[src/rtl/credit_pkg.sv]
// Shared types and helpers for the credit-based link sender.
// The optional stall statistics (CREDIT_TX_STATS_EN) use the counter type and limit defined here.
package credit_pkg;

    typedef logic [31:0] stall_cnt_t;

    localparam stall_cnt_t STALL_MAX = 32'hFFFF_FFFF;

    // Enough bits to hold every value from 0 up to and including depth.
    function automatic int credit_cnt_w(input int depth);
        return $clog2(depth + 1);
    endfunction

endpackage

[src/rtl/credit_counter.sv]
// Saturating up/down credit counter with a sticky error flag.
// The error flag is raised when a credit is returned while the counter is already full.
module credit_counter
    import credit_pkg::*;
#(
    parameter  int DEPTH = 2,
    localparam int CNT_W = credit_cnt_w(DEPTH)
) (
    input  logic             clk,
    input  logic             reset,
    input  logic             inc,
    input  logic             dec,
    output logic [CNT_W-1:0] count,
    output logic             nonzero,
    output logic             overflow
);

    localparam logic [CNT_W-1:0] FULL = CNT_W'(DEPTH);
    localparam logic [CNT_W-1:0] ONE  = CNT_W'(1);

    // A simultaneous inc and dec cancel out, so only the one-sided cases touch the count.
    always_ff @(posedge clk) begin
        if (reset) begin
            count    <= FULL;
            overflow <= 1'b0;
        end else if (dec && !inc) begin
            if (count != '0)
                count <= count - ONE;
        end else if (inc && !dec) begin
            if (count == FULL)
                overflow <= 1'b1;
            else
                count <= count + ONE;
        end
    end

    assign nonzero = (count != '0);

endmodule

[src/rtl/credit_tx.sv]
// Credit-throttled sender: ready/valid in, registered valid-only word out.
// Optional stall statistics are enabled with CREDIT_TX_STATS_EN.
module credit_tx
    import credit_pkg::*;
#(
    parameter  int WIDTH = 8,
    parameter  int DEPTH = 2,
    localparam int CNT_W = credit_cnt_w(DEPTH)
) (
    input  logic             clk,
    input  logic             reset,
    input  logic             in_valid,
    output logic             in_ready,
    input  logic [WIDTH-1:0] in_bits,
    output logic             tx_valid,
    output logic [WIDTH-1:0] tx_bits,
    input  logic             credit_return,
    output logic [CNT_W-1:0] credits,
    output logic             credit_err
`ifdef CREDIT_TX_STATS_EN
    ,
    output stall_cnt_t       stall_cycles
`endif
);

    logic fire;
    logic has_credit;

    // in_ready depends only on the counter, so a same-cycle return cannot unblock it.
    assign in_ready = has_credit;
    assign fire     = in_valid & in_ready;

    credit_counter #(
        .DEPTH(DEPTH)
    ) u_credit_counter (
        .clk      (clk),
        .reset    (reset),
        .inc      (credit_return),
        .dec      (fire),
        .count    (credits),
        .nonzero  (has_credit),
        .overflow (credit_err)
    );

    always_ff @(posedge clk) begin
        if (reset) begin
            tx_valid <= 1'b0;
            tx_bits  <= '0;
        end else begin
            tx_valid <= fire;
            if (fire)
                tx_bits <= in_bits;
        end
    end

`ifdef CREDIT_TX_STATS_EN
    always_ff @(posedge clk) begin
        if (reset)
            stall_cycles <= '0;
        else if (in_valid && !in_ready && stall_cycles != STALL_MAX)
            stall_cycles <= stall_cycles + 32'd1;
    end
`endif

endmodule
[config.mk]
export PLATFORM = sky130hd
export DESIGN_NAME = credit_tx
export DESIGN_NICKNAME = d
export VERILOG_FILES = /design/src/rtl/credit_pkg.sv /design/src/rtl/credit_counter.sv /design/src/rtl/credit_tx.sv
export SDC_FILE = /design/constraint.sdc
export NUM_CORES = 1
export LEC_CHECK = 0
export BUFFER_PORTS_ARGS = -buffer_cell sky130_fd_sc_hd__buf_2
export CORE_AREA = 5 5 42 44
export DETAILED_ROUTE_END_ITERATION = 8
export DIE_AREA = 0 0 47 49
export PLACE_DENSITY = 0.77
export SLEW_MARGIN = 20
export SYNTH_ARGS = -nofsm -noshare
export SYNTH_HDL_FRONTEND = slang
export SYNTH_HIERARCHICAL = 1
export SYNTH_SLANG_ARGS = --single-unit
[constraint.sdc]
create_clock -name clk -period 3.3 [get_ports clk]
set_input_delay 0.495 -clock clk [delete_from_list [all_inputs] [get_ports clk]]
set_output_delay 0.495 -clock clk [all_outputs]
set_load 0.03 [all_outputs]
======== Word level (Yosys, flattened, before mapping) ========
Index checks and enable logic that the tools add are counted.
storage, ports and cells
  register bits after elaboration ......... 12
  latch bits .............................. 0
  memory bits (writable) .................. 0
  memory bits (read-only) ................. 0
  input port bits ......................... 12
  logic and storage cells ................. 23
  memories kept ........................... 0
cells by class
  $add $sub $neg .......................... 2
  $mul .................................... 0
  divide/modulo/power cells ............... 0
  magnitude comparators ................... 0
  eq/ne operators ......................... 3
  shift operators ......................... 0
  muxes and demuxes ....................... 4
  bitwise logic cells ..................... 2
  reduce and logical (&&, ||, !) cells .... 8
operator list
  operator               count
  $mux W2                4
  $reduce_and A3 Y1      2
  $reduce_bool A2 Y1     2
  $add A2 B1 Y2 const B  1
  $eq A2 B2 Y1 const B   1
  $logic_and A1 B1 Y1    2
  $logic_not A1 Y1       2
  $ne A2 B1 Y1 const B   1
  $ne A2 B2 Y1 const B   1
  $sub A2 B1 Y2 const B  1
  $and A1 B1 Y1          1
  $not A1 Y1             1

======== Longest topological paths before layout ========
Gate-level depths: netlist of run 1.
  word-level depth ........................ 6
  gate-level depth with buffers ........... 7
  gate-level depth less buffers ........... 6

======== By module ========
Netlist of run 1, hierarchy kept.
modules (own cells, without submodules)
  module          instances  cells an instance  area an instance (sq um)  seq. area each (sq um)
  credit_tx       1          40                 402.9                     180.2
  credit_counter  1          20                 163.9                     60.1

======== Least setup slack after synthesis of run 1 ========
No wires, ideal clock.
  kind .................................... register -> register
  from .................................... register u_credit_counter.count[1]
  to ...................................... register u_credit_counter.count[0]
  library setup time ...................... 0.070 ns
  arrival ................................. 2.003 ns
  setup slack ............................. 1.227 ns
  stages on the path, launching flop included .. 8
  buffers on the path ..................... 1
  cells stage by stage .................... dfxtp_1 or2_2 buf_4 and2_2 ha_1 xor2_1 or3_1 a21oi_1
between the ends
  word-level cells in the longest chain between the ends .. 6
  elaborated cells between the ends (all ways) .. 11
RTL lines
  element                              line                  source
  start: declaration                   credit_counter.sv:13  output logic [CNT_W-1:0] count,
  start signal: assignment             credit_counter.sv:28  count <= count - ONE;
  start signal: assignment             credit_counter.sv:33  count <= count + ONE;
  $reduce_bool A2 Y1 *                 credit_counter.sv:37  assign nonzero = (count != '0);
  net in_ready                         credit_tx.sv:13       output logic in_ready,
  $and A1 B1 Y1 *                      credit_tx.sv:31       assign fire = in_valid & in_ready;
  net fire                             credit_tx.sv:26       logic fire;
  $logic_not A1 Y1                     credit_counter.sv:29  end else if (inc && !dec) begin
  $logic_and A1 B1 Y1                  credit_counter.sv:29
  $reduce_bool A2 Y1 (no source line)  -
  $reduce_and A3 Y1 (no source line)   -
Mark *: on every way through the listed nets, which the timed path passes. The rest lies on a longest branch.
A chain may end at the register's enable or synchronous reset.

======== Worst setup path in the final report of run 1 ========
  from .................................... register u_credit_counter.count[1]
  to ...................................... register u_credit_counter.count[0]
between the ends
  word-level cells in the longest chain between the ends .. 6
  elaborated cells between the ends (all ways) .. 11
RTL lines
  element                              line
  $reduce_bool A2 Y1 *                 credit_counter.sv:37
  $and A1 B1 Y1 *                      credit_tx.sv:31
  net fire                             credit_tx.sv:26
  $logic_not A1 Y1                     credit_counter.sv:29
  $logic_and A1 B1 Y1                  credit_counter.sv:29
  $reduce_bool A2 Y1 (no source line)  -
  $reduce_and A3 Y1 (no source line)   -
Marks and branches as above.

==> out/metrics.cfg, run 1 <==
[run_status]
outcome=complete, no violations

[run]
max_cap_violations=0

[worst_setup_path]
endpoint_kind=register
critical_path_arrival_ns=2.15
cp.required_ns=3.50
cp_max_fo=18
worstSetupPathType=register to register
rr_startpoint=u_credit_counter/count[1]$_SDFFE_PP1P_
crit_start=u_credit_counter/count[1]$_SDFFE_PP1P_
startpoint_type=register

[place]
post-dp-hpwl_um=900
gp_congestion=0.658
portBuffers=24
place_worst_setup_slack_ns=1.40

[synthesis]
synth_nets=74
avgSynthCellArea_um2=9.45
synth_cell_type_count=22
ys_seq_area_share_pct=42.4
syn_inst=60
yosysWarnings=6
netlist_area_um2=567
ys_seq_elements=12

[sta]
rsz0062_at_grt=false
maxSlewViolCount=0
max_freq_ghz=0.512
finalSetupViolCount=0
setup_tns_ns=0
final_hold_viol_count=0
hold_slack_ns=0.466
relSlewSlack_pct=80.0
post-route-min-period_ns=1.95
fin_ws_ns=1.35
min_period_over_period_pct=59.1
worst_pin_slew_ns=0.300
finalClockSkew_ns=0.00220

[floorplan]
ios=25
rows=14
start_util_pct=40.4
die_h_um=49
coreArea_um2=1400
die_width_um=47
fp.dieArea_um2=2300

[drt]
drtPass1Iterations=4
wl_per_cell_um=12.6
drcViolationCount=0
drt_iter0_drc=16
via_count=501
detail-route-antenna-nets=0
vias_per_cell=5.11
totalWireLength_mm=1.24

[power_and_ir_drop]
powerDensity_nw_per_um2=508
p_switching_uw=113
intPower_uw=233
p_total_uw=346
power_frac_clock_pct=25.0
power.share.sequential_pct=47.6
combPwrFrac_pct=27.4
p_sw_share_pct=32.5
leakage_uw=0.000322
peakVddDrop_uv=189

[clock_tree]
clockBufferDepth=2
cts_hold_buf=0
postCtsResizedCells=0
cts-root-buf=clkbuf_4
numCtsBuffers=3
clk_latency_ns=0.26
htree_num_levels=1
cts_tree=yes
cts_sinks=12
path_clk_slew_ns=0.07
post_cts_buffers=0

[layout]
fill_cells=145
final_util_pct=48.6
antenna_cells=0
layout.nets=98
synthToLayoutAreaGrowth_pct=20.1
drive_above_1_share_pct=42.7

[worst_hold_path]
min_from=u_credit_counter/overflow$_SDFFE_PP0P_
hold_class=register to register

[global_route]
antenna_found_initial=0
grt_max_degree=19
overflow=0
grt_pass1_vias=489
grt_pass1_wl_mm=2.11
grt_use_total_pct=12.7

==> stage by stage <==
step                      std cells  area [µm²]
final                            98         681
after global routing             98         681
after CTS                        98         681
after detailed placement         95         658
after global placement           95         658
after floorplan                  60         567
==> cell families after synthesis <==
family                   Yosys count  synth area share (%)
AO/OA/AOI/OAI                     22                  27.2
AND/OR/NAND/NOR                   15                  13.9
flip-flops                        12                  42.4
buffers and inverters              8                  10.6
adder cells (fa/ha/maj)            2                  4.41
XOR/XNOR                           1                  1.55
==> layout make-up <==
type,instances,area (µm²),share of cell area [%]
Timing Repair Buffer,24,120,17.6
Multi-Input combinational cell,40,267,39.2
Inverter,3,11.3,1.65
Tap cell,16,20.0,2.94
Sequential cell,12,240,35.3
Clock buffer,3,22.5,3.31
==> placed cells by master (no fill, tap or decap), drive strengths merged, types with 2 or more instances in the layout <==
cell    Yosys  final
buf         5     24
dfxtp      12     12
a21oi      11     11
nand3       8      8
a21bo       8      8
clkbuf      0      3
inv         3      3
ha          2      2
==> registers in the layout (all words and copies together) (netlist names) <==
| signal | flops |
|---|---|
| u_credit_counter/overflow | 1 |
| tx_bits | 8 |
| u_credit_counter/count | 2 |
| tx_valid | 1 |
==> critical path: stages, from the launching register on <==
cell	delay [ns]
dfxtp_1	0.37
or2_2	0.44
and2_2	0.24
ha_1	0.24
xor2_1	0.16
or3_1	0.31
a21oi_1	0.14
==> worst paths after layout <==
kind,slack [ns],cells past startpoint,to
max,1.35,6,u_credit_counter/count[0]$_SDFFE_PP0P_
min,0.47,2,u_credit_counter/overflow$_SDFFE_PP0P_
max reg2reg,1.35,6,u_credit_counter/count[0]$_SDFFE_PP0P_
min reg2reg,0.47,2,u_credit_counter/overflow$_SDFFE_PP0P_
==> synthesized netlist by cell type, drive strengths merged <==
cell	number	area [µm²]
dfxtp	12	240
a21oi	11	55.1
a21bo	8	80.1
nand3	8	40.0
buf	5	48.8
inv	3	11.3
ha	2	25.0
a31oi	1	6.26
and2	1	7.51
nand2	1	3.75
nor2	1	3.75
nor2b	1	6.26
nor3	1	5.00
o21ai	1	5.00
o21bai	1	7.51
or2	1	6.26
or3	1	6.26
xor2	1	8.76
==> layer usage <==
metal,up-vias,wire length [µm],share of wire [%],global-route usage (%)
met4,0,23,1.9,5.53
met1,229,508,41,13.7
li1,255,-,-,-
met5,-,0,0,0
met3,4,83,6.7,3.69
met2,13,621,50,21.7
==> power by group through the flow <==
stage | logic, µW | registers [µW] | clock network, µW
after CTS | 95.1 | 165 | 90.7
final | 94.7 | 165 | 86.4
after global placement | 92.2 | 167 | 0
after global routing | 102 | 167 | 98.2
after detailed placement | 94.2 | 168 | 0
after floorplan | 50.2 | 192 | 0
Note: power is estimated with default switching activity, not from simulation.
==> run 2: changes to the inputs <==
--- a/config.mk
+++ b/config.mk
@@ -6,10 +6,10 @@
 export NUM_CORES = 1
 export LEC_CHECK = 0
 export BUFFER_PORTS_ARGS = -buffer_cell sky130_fd_sc_hd__buf_2
-export CORE_AREA = 5 5 42 44
+export CORE_MARGIN = 5
+export CORE_UTILIZATION = 39
 export DETAILED_ROUTE_END_ITERATION = 8
-export DIE_AREA = 0 0 47 49
-export PLACE_DENSITY = 0.77
+export PLACE_DENSITY = 0.75
 export SLEW_MARGIN = 20
 export SYNTH_ARGS = -nofsm -noshare
 export SYNTH_HDL_FRONTEND = slang
==> constraint.sdc (replaced) <==
create_clock -name clk -period 1.63 [get_ports clk]
set_input_delay 0.2445 -clock clk [delete_from_list [all_inputs] [get_ports clk]]
set_output_delay 0.2445 -clock clk [all_outputs]
set_load 0.03 [all_outputs]
==> run 2 against run 1 <==
Net effect: fmax grew 26%; cell count grew 2.0%; critical endpoint unchanged; non-clock buffer count grew 2; largest power group unchanged; die area grew 0.54%.
==> out/metrics.cfg, run 2 (synthesis results as in run 1) <==
[sta]
post-route-min-period_ns=1.54
finalClockSkew_ns=0.00548
finalSetupViolCount=0
worst_pin_slew_ns=0.212
relSlewSlack_pct=85.9
rsz0062_at_grt=false
maxSlewViolCount=0
max_freq_ghz=0.648
min_period_over_period_pct=94.7
setup_tns_ns=0
final_hold_viol_count=0

[layout]
synthToLayoutAreaGrowth_pct=28.7
antenna_cells=0
final_common_cell=buf_2
layout.nets=100
largestRegisters=tx_bits x8, u_credit_counter/count x2
drive_above_1_share_pct=48.2
instances_no_fill=100
largest_reg_flops=8
mostFrequentLayoutCells=24 x buf_2, 11 x a21oi_1, 10 x dfxtp_1
top_register=tx_bits

[worst_setup_path]
critical-path-slowest-cell=dfxtp_4
cp_max_fo=7
cp.required_ns=1.83
critical_path_arrival_ns=1.75
cp_top_family=simple AND/OR/NAND/NOR gates
endpoint_kind=register
crit_buf_inv=0
slowest_delay_ns=0.37
startpoint_type=register
path_cells=or2_4 -> and2_4 -> ha_4 -> xor2_1 -> or3_1 -> a21oi_1
worstSetupPathType=register to register

[clock_tree]
htree_num_levels=1
path_clk_slew_ns=0.07
postCtsResizedCells=0
numCtsBuffers=3
cts_tree=yes
clockBufferDepth=2
clk_latency_ns=0.27
cts_hold_buf=0
cts-root-buf=clkbuf_4
cts_sinks=12
post_cts_buffers=0

[global_route]
grt_pass1_vias=476
antenna_found_initial=0
grt_pass1_wl_mm=2.04
overflow=0
grt_use_total_pct=12.9
grt_max_degree=18

[floorplan]
rows=13
die_h_um=48.1
ios=25
die_width_um=48.1
start_util_pct=42.5
fp.dieArea_um2=2320
coreArea_um2=1330

[run_status]
outcome=complete, no violations

[run]
max_cap_violations=0

[power_and_ir_drop]
power_frac_clock_pct=29.9
peakVddDrop_uv=558
p_switching_uw=233
leakage_uw=0.000341
intPower_uw=538
powerDensity_nw_per_um2=1060
power.share.sequential_pct=43.5
combPwrFrac_pct=26.5
p_sw_share_pct=30.3

[drt]
drtPass1Iterations=4
totalWireLength_mm=1.18
wl_met3_um=80
drcViolationCount=0
detail-route-antenna-nets=0
drt_iter0_drc=6
drt-met1-wl_um=502
wl_per_cell_um=11.8
wl_met2_um=583
top_layer=met4
vias_per_cell=4.88
via_count=488

[place]
portBuffers=24
numPlacedInstances=96
gp_congestion=0.666
post-dp-hpwl_um=894

[worst_hold_path]
hold_class=input pin to register

## run 2: routing by layer
layer	track usage, %	vias up
met5	0	-
met2	20.6	11
met3	4.80	2
met4	8.06	0
met1	14.5	219
li1	-	256
## run 2: final cells by class
type / instances / area, µm²
well taps: 15 / 18.8
fillers: 144 / 604
inverters: 3 / 11.3
clock buffers: 4 / 36.3
flip-flops and latches: 12 / 245
multi-input cells: 40 / 283
repair buffers: 26 / 135
## run 2: worst paths after layout
kind,startpoint,endpoint,slack (ns),depth (start not counted)
worst min register to register,u_credit_counter/overflow$_SDFFE_PP0P_,u_credit_counter/overflow$_SDFFE_PP0P_,0.49,2
worst max register to register,u_credit_counter/count[1]$_SDFFE_PP1P_,u_credit_counter/count[0]$_SDFFE_PP0P_,0.09,6
worst max-delay path,u_credit_counter/count[1]$_SDFFE_PP1P_,u_credit_counter/count[0]$_SDFFE_PP0P_,0.09,6
worst min-delay path,in_bits[0],tx_bits[0]$_SDFFE_PP0P_,0.21,3
## run 2: metrics by stage
| stage | util [%] | total power, µW | area, µm² | setup WS, ns | hold WS, ns |
|---|---|---|---|---|---|
| final | 54.7 | 771 | 729 | 0.0857 | 0.211 |
| after global routing | 54.7 | 825 | 729 | 0.0211 | 0.204 |
| after CTS | 54.7 | 787 | 729 | 0.0900 | 0.205 |
| after detailed placement | 52.0 | 550 | 693 | 0.100 | 0.481 |
| after global placement | 52.0 | 545 | 693 | 0.126 | 0.449 |
| after floorplan | - | 504 | 592 | -0.0991 | 0.306 |
## run 2: worst reg2reg max path, cell delays in order, from the launching register on
cell	delay, ns
dfxtp_4	0.37
or2_4	0.25
and2_4	0.15
ha_4	0.17
xor2_1	0.13
or3_1	0.30
a21oi_1	0.12
## run 2: power by group through the flow
stage,sequential (µW),clock [µW],combinational (µW)
6_report,335,231,205
5_1_grt,341,261,223
4_1_cts,336,244,208
3_5_place_dp,343,0,207
3_3_place_gp,341,0,204
2_1_floorplan,391,0,113
==> run 3: changes to the inputs <==
--- a/config.mk
+++ b/config.mk
@@ -5,6 +5,7 @@
 export SDC_FILE = /design/constraint.sdc
 export NUM_CORES = 1
 export LEC_CHECK = 0
+export ABC_AREA = 1
 export BUFFER_PORTS_ARGS = -buffer_cell sky130_fd_sc_hd__buf_2
 export CORE_MARGIN = 5
 export CORE_UTILIZATION = 39
==> run 3 against run 2 <==
Net effect: via count up 4.5%; cell count up 23%; wire length down 5.6%; hold slack worse by 0.040 ns; synthesized cell count up 35%.
==> out/metrics.cfg, run 3 <==
[power_and_ir_drop]
leakage_uw=0.000430
p_total_uw=1090
powerDensity_nw_per_um2=1520
peakVddDrop_uv=720

[synthesis]
synth.top_cells.by_area=dfxtp_1 44%, nand2_1 16%, inv_1 12%
yosys.cell_count.top_type=nand2_1
netlist_area_um2=552
async_flop_share_pct=0
synth_edf_count=0
avgSynthCellArea_um2=6.81
yosysWarnings=6
syn_inst=81
synth_top_area_share_pct=43.5
ys.flop_type=dfxtp_1
ys_seq_elements=12
ys_seq_area_share_pct=43.5
synth_common_cells=24 x nand2_1, 17 x inv_1, 17 x nor2_1
yosysTopAreaCell=dfxtp_1
synth_cell_type_count=14
synth_nets=95

[layout]
final_common_cell=buf_2
synthToLayoutAreaGrowth_pct=30.4
postLayoutCellArea_um2=719
drive_above_1_share_pct=33.3
antenna_cells=0
instances_no_fill=123
mostFrequentLayoutCells=24 x buf_2, 23 x nand2_1, 17 x inv_1, 17 x nor2_1, 10 x dfxtp_1
top_register=tx_bits
layout.nets=124
largestRegisters=tx_bits x8, u_credit_counter/count x2
largest_reg_flops=8

[worst_setup_path]
critical_path_arrival_ns=1.53
cp_max_fo=3
worstSetupPathType=register to register
startpoint_type=register
cp.required_ns=1.78
endpoint_kind=register

[place]
post-dp-hpwl_um=917
gp_congestion=0.679
placed_cell_area_um2=697
portBuffers=24
numPlacedInstances=120

[floorplan]
die_width_um=47.6
start_util_pct=41.9
coreArea_um2=1320
fp.dieArea_um2=2270
die_h_um=47.6
rows=13
ios=25

[sta]
hold_slack_ns=0.171
final_hold_viol_count=0
finalClockSkew_ns=0.00410
max_freq_ghz=0.728
relSlewSlack_pct=85.2
rsz0062_at_grt=false
min_period_over_period_pct=84.2
maxSlewViolCount=0
finalSetupViolCount=0
setup_tns_ns=0
post-route-min-period_ns=1.37
worst_pin_slew_ns=0.222

[drt]
vias_per_cell=4.15
detail-route-antenna-nets=0
wl_per_cell_um=9.09
drcViolationCount=0
totalWireLength_mm=1.12
via_count=510
drt_iter0_drc=3
drtPass1Iterations=3

[clock_tree]
path_clk_slew_ns=0.07
cts_hold_buf=0
clockBufferDepth=2
htree_num_levels=1
cts_tree=yes
cts-root-buf=clkbuf_4
postCtsResizedCells=0
numCtsBuffers=3
cts_sinks=12
post_cts_buffers=0
clk_latency_ns=0.26

[run]
max_cap_violations=0

[global_route]
overflow=0
grt_pass1_wl_mm=1.77
grt_max_degree=18
grt_pass1_vias=439
antenna_found_initial=0
grt_use_total_pct=11.2

[run_status]
outcome=complete, no violations

[worst_hold_path]
hold_class=input pin to register

run 3: cell types whose count changed in the layout (fill, tap and decap cells not counted), sizes merged, moves of 6 or more:
cell | before | now
nand2 | 1 | 26
inv | 3 | 18
nand3 | 8 | 2
a21bo | 8 | 0
nor2 | 1 | 17
a21oi | 11 | 2
run 3: routing by layer:
layer  GRT usage (%)  up-vias  part of all wire, %
met5               0        -                    0
met3            2.63        2                  6.7
met4            6.45        0                  2.0
met1            15.1      209                   42
li1                -      287                    -
met2            16.3       12                   49
run 3: logic make-up (layout without fill, tap and decap cells):
family	after synthesis	in the layout	share of synthesized area, %
AND/OR/NAND/NOR	45	45	33.8
AO/OA/AOI/OAI	3	3	3.85
flip-flops	12	12	43.5
adder cells (fa/ha/maj)	2	2	4.53
buffers and inverters	19	46	14.3
run 3: worst paths after layout:
path / from / endpoint / slack (ns) / cells after the start
worst max register to register: u_credit_counter/count[0]$_SDFFE_PP0P_ / u_credit_counter/count[1]$_SDFFE_PP1P_ / 0.26 / 10
worst min-delay path: reset / tx_valid$_SDFF_PP0_ / 0.17 / 2
worst max-delay path: u_credit_counter/count[0]$_SDFFE_PP0P_ / u_credit_counter/count[1]$_SDFFE_PP1P_ / 0.26 / 10
worst min register to register: u_credit_counter/overflow$_SDFFE_PP0P_ / u_credit_counter/overflow$_SDFFE_PP0P_ / 0.45 / 2
run 3: where the power goes:
part	leakage, µW	switching, µW	internal [µW]
combinational	0.000317	351	158
clock	0.0000138	91.3	85.2
sequential	0.0000996	39.6	367
run 3: layout make-up:
cell class / instances / area (µm²)
Timing Repair Buffer: 25 / 128
Multi-Input combinational cell: 50 / 240
Tap cell: 15 / 18.8
Clock buffer: 3 / 22.5
Sequential cell: 12 / 243
Inverter: 18 / 67.6
Fill cell: 134 / 598
run 3: critical path, cell delays in order, from the launching register on:
cell and delay (ns):
dfxtp_2 0.33, inv_1 0.14, nand2_4 0.07, nand2_4 0.06, inv_1 0.05, ha_1 0.29, inv_1 0.06, nand2_1 0.07
nand2_1 0.08, nand2_1 0.07, nand2_1 0.05
run 3: through the flow:
step                setup WS [ns]  utilization (%)
detailed placement          0.268             52.9
global route                0.134             54.6
CTS                         0.249             54.6
floorplan                  0.0467                -
global placement            0.338             52.9
finish                      0.257             54.6
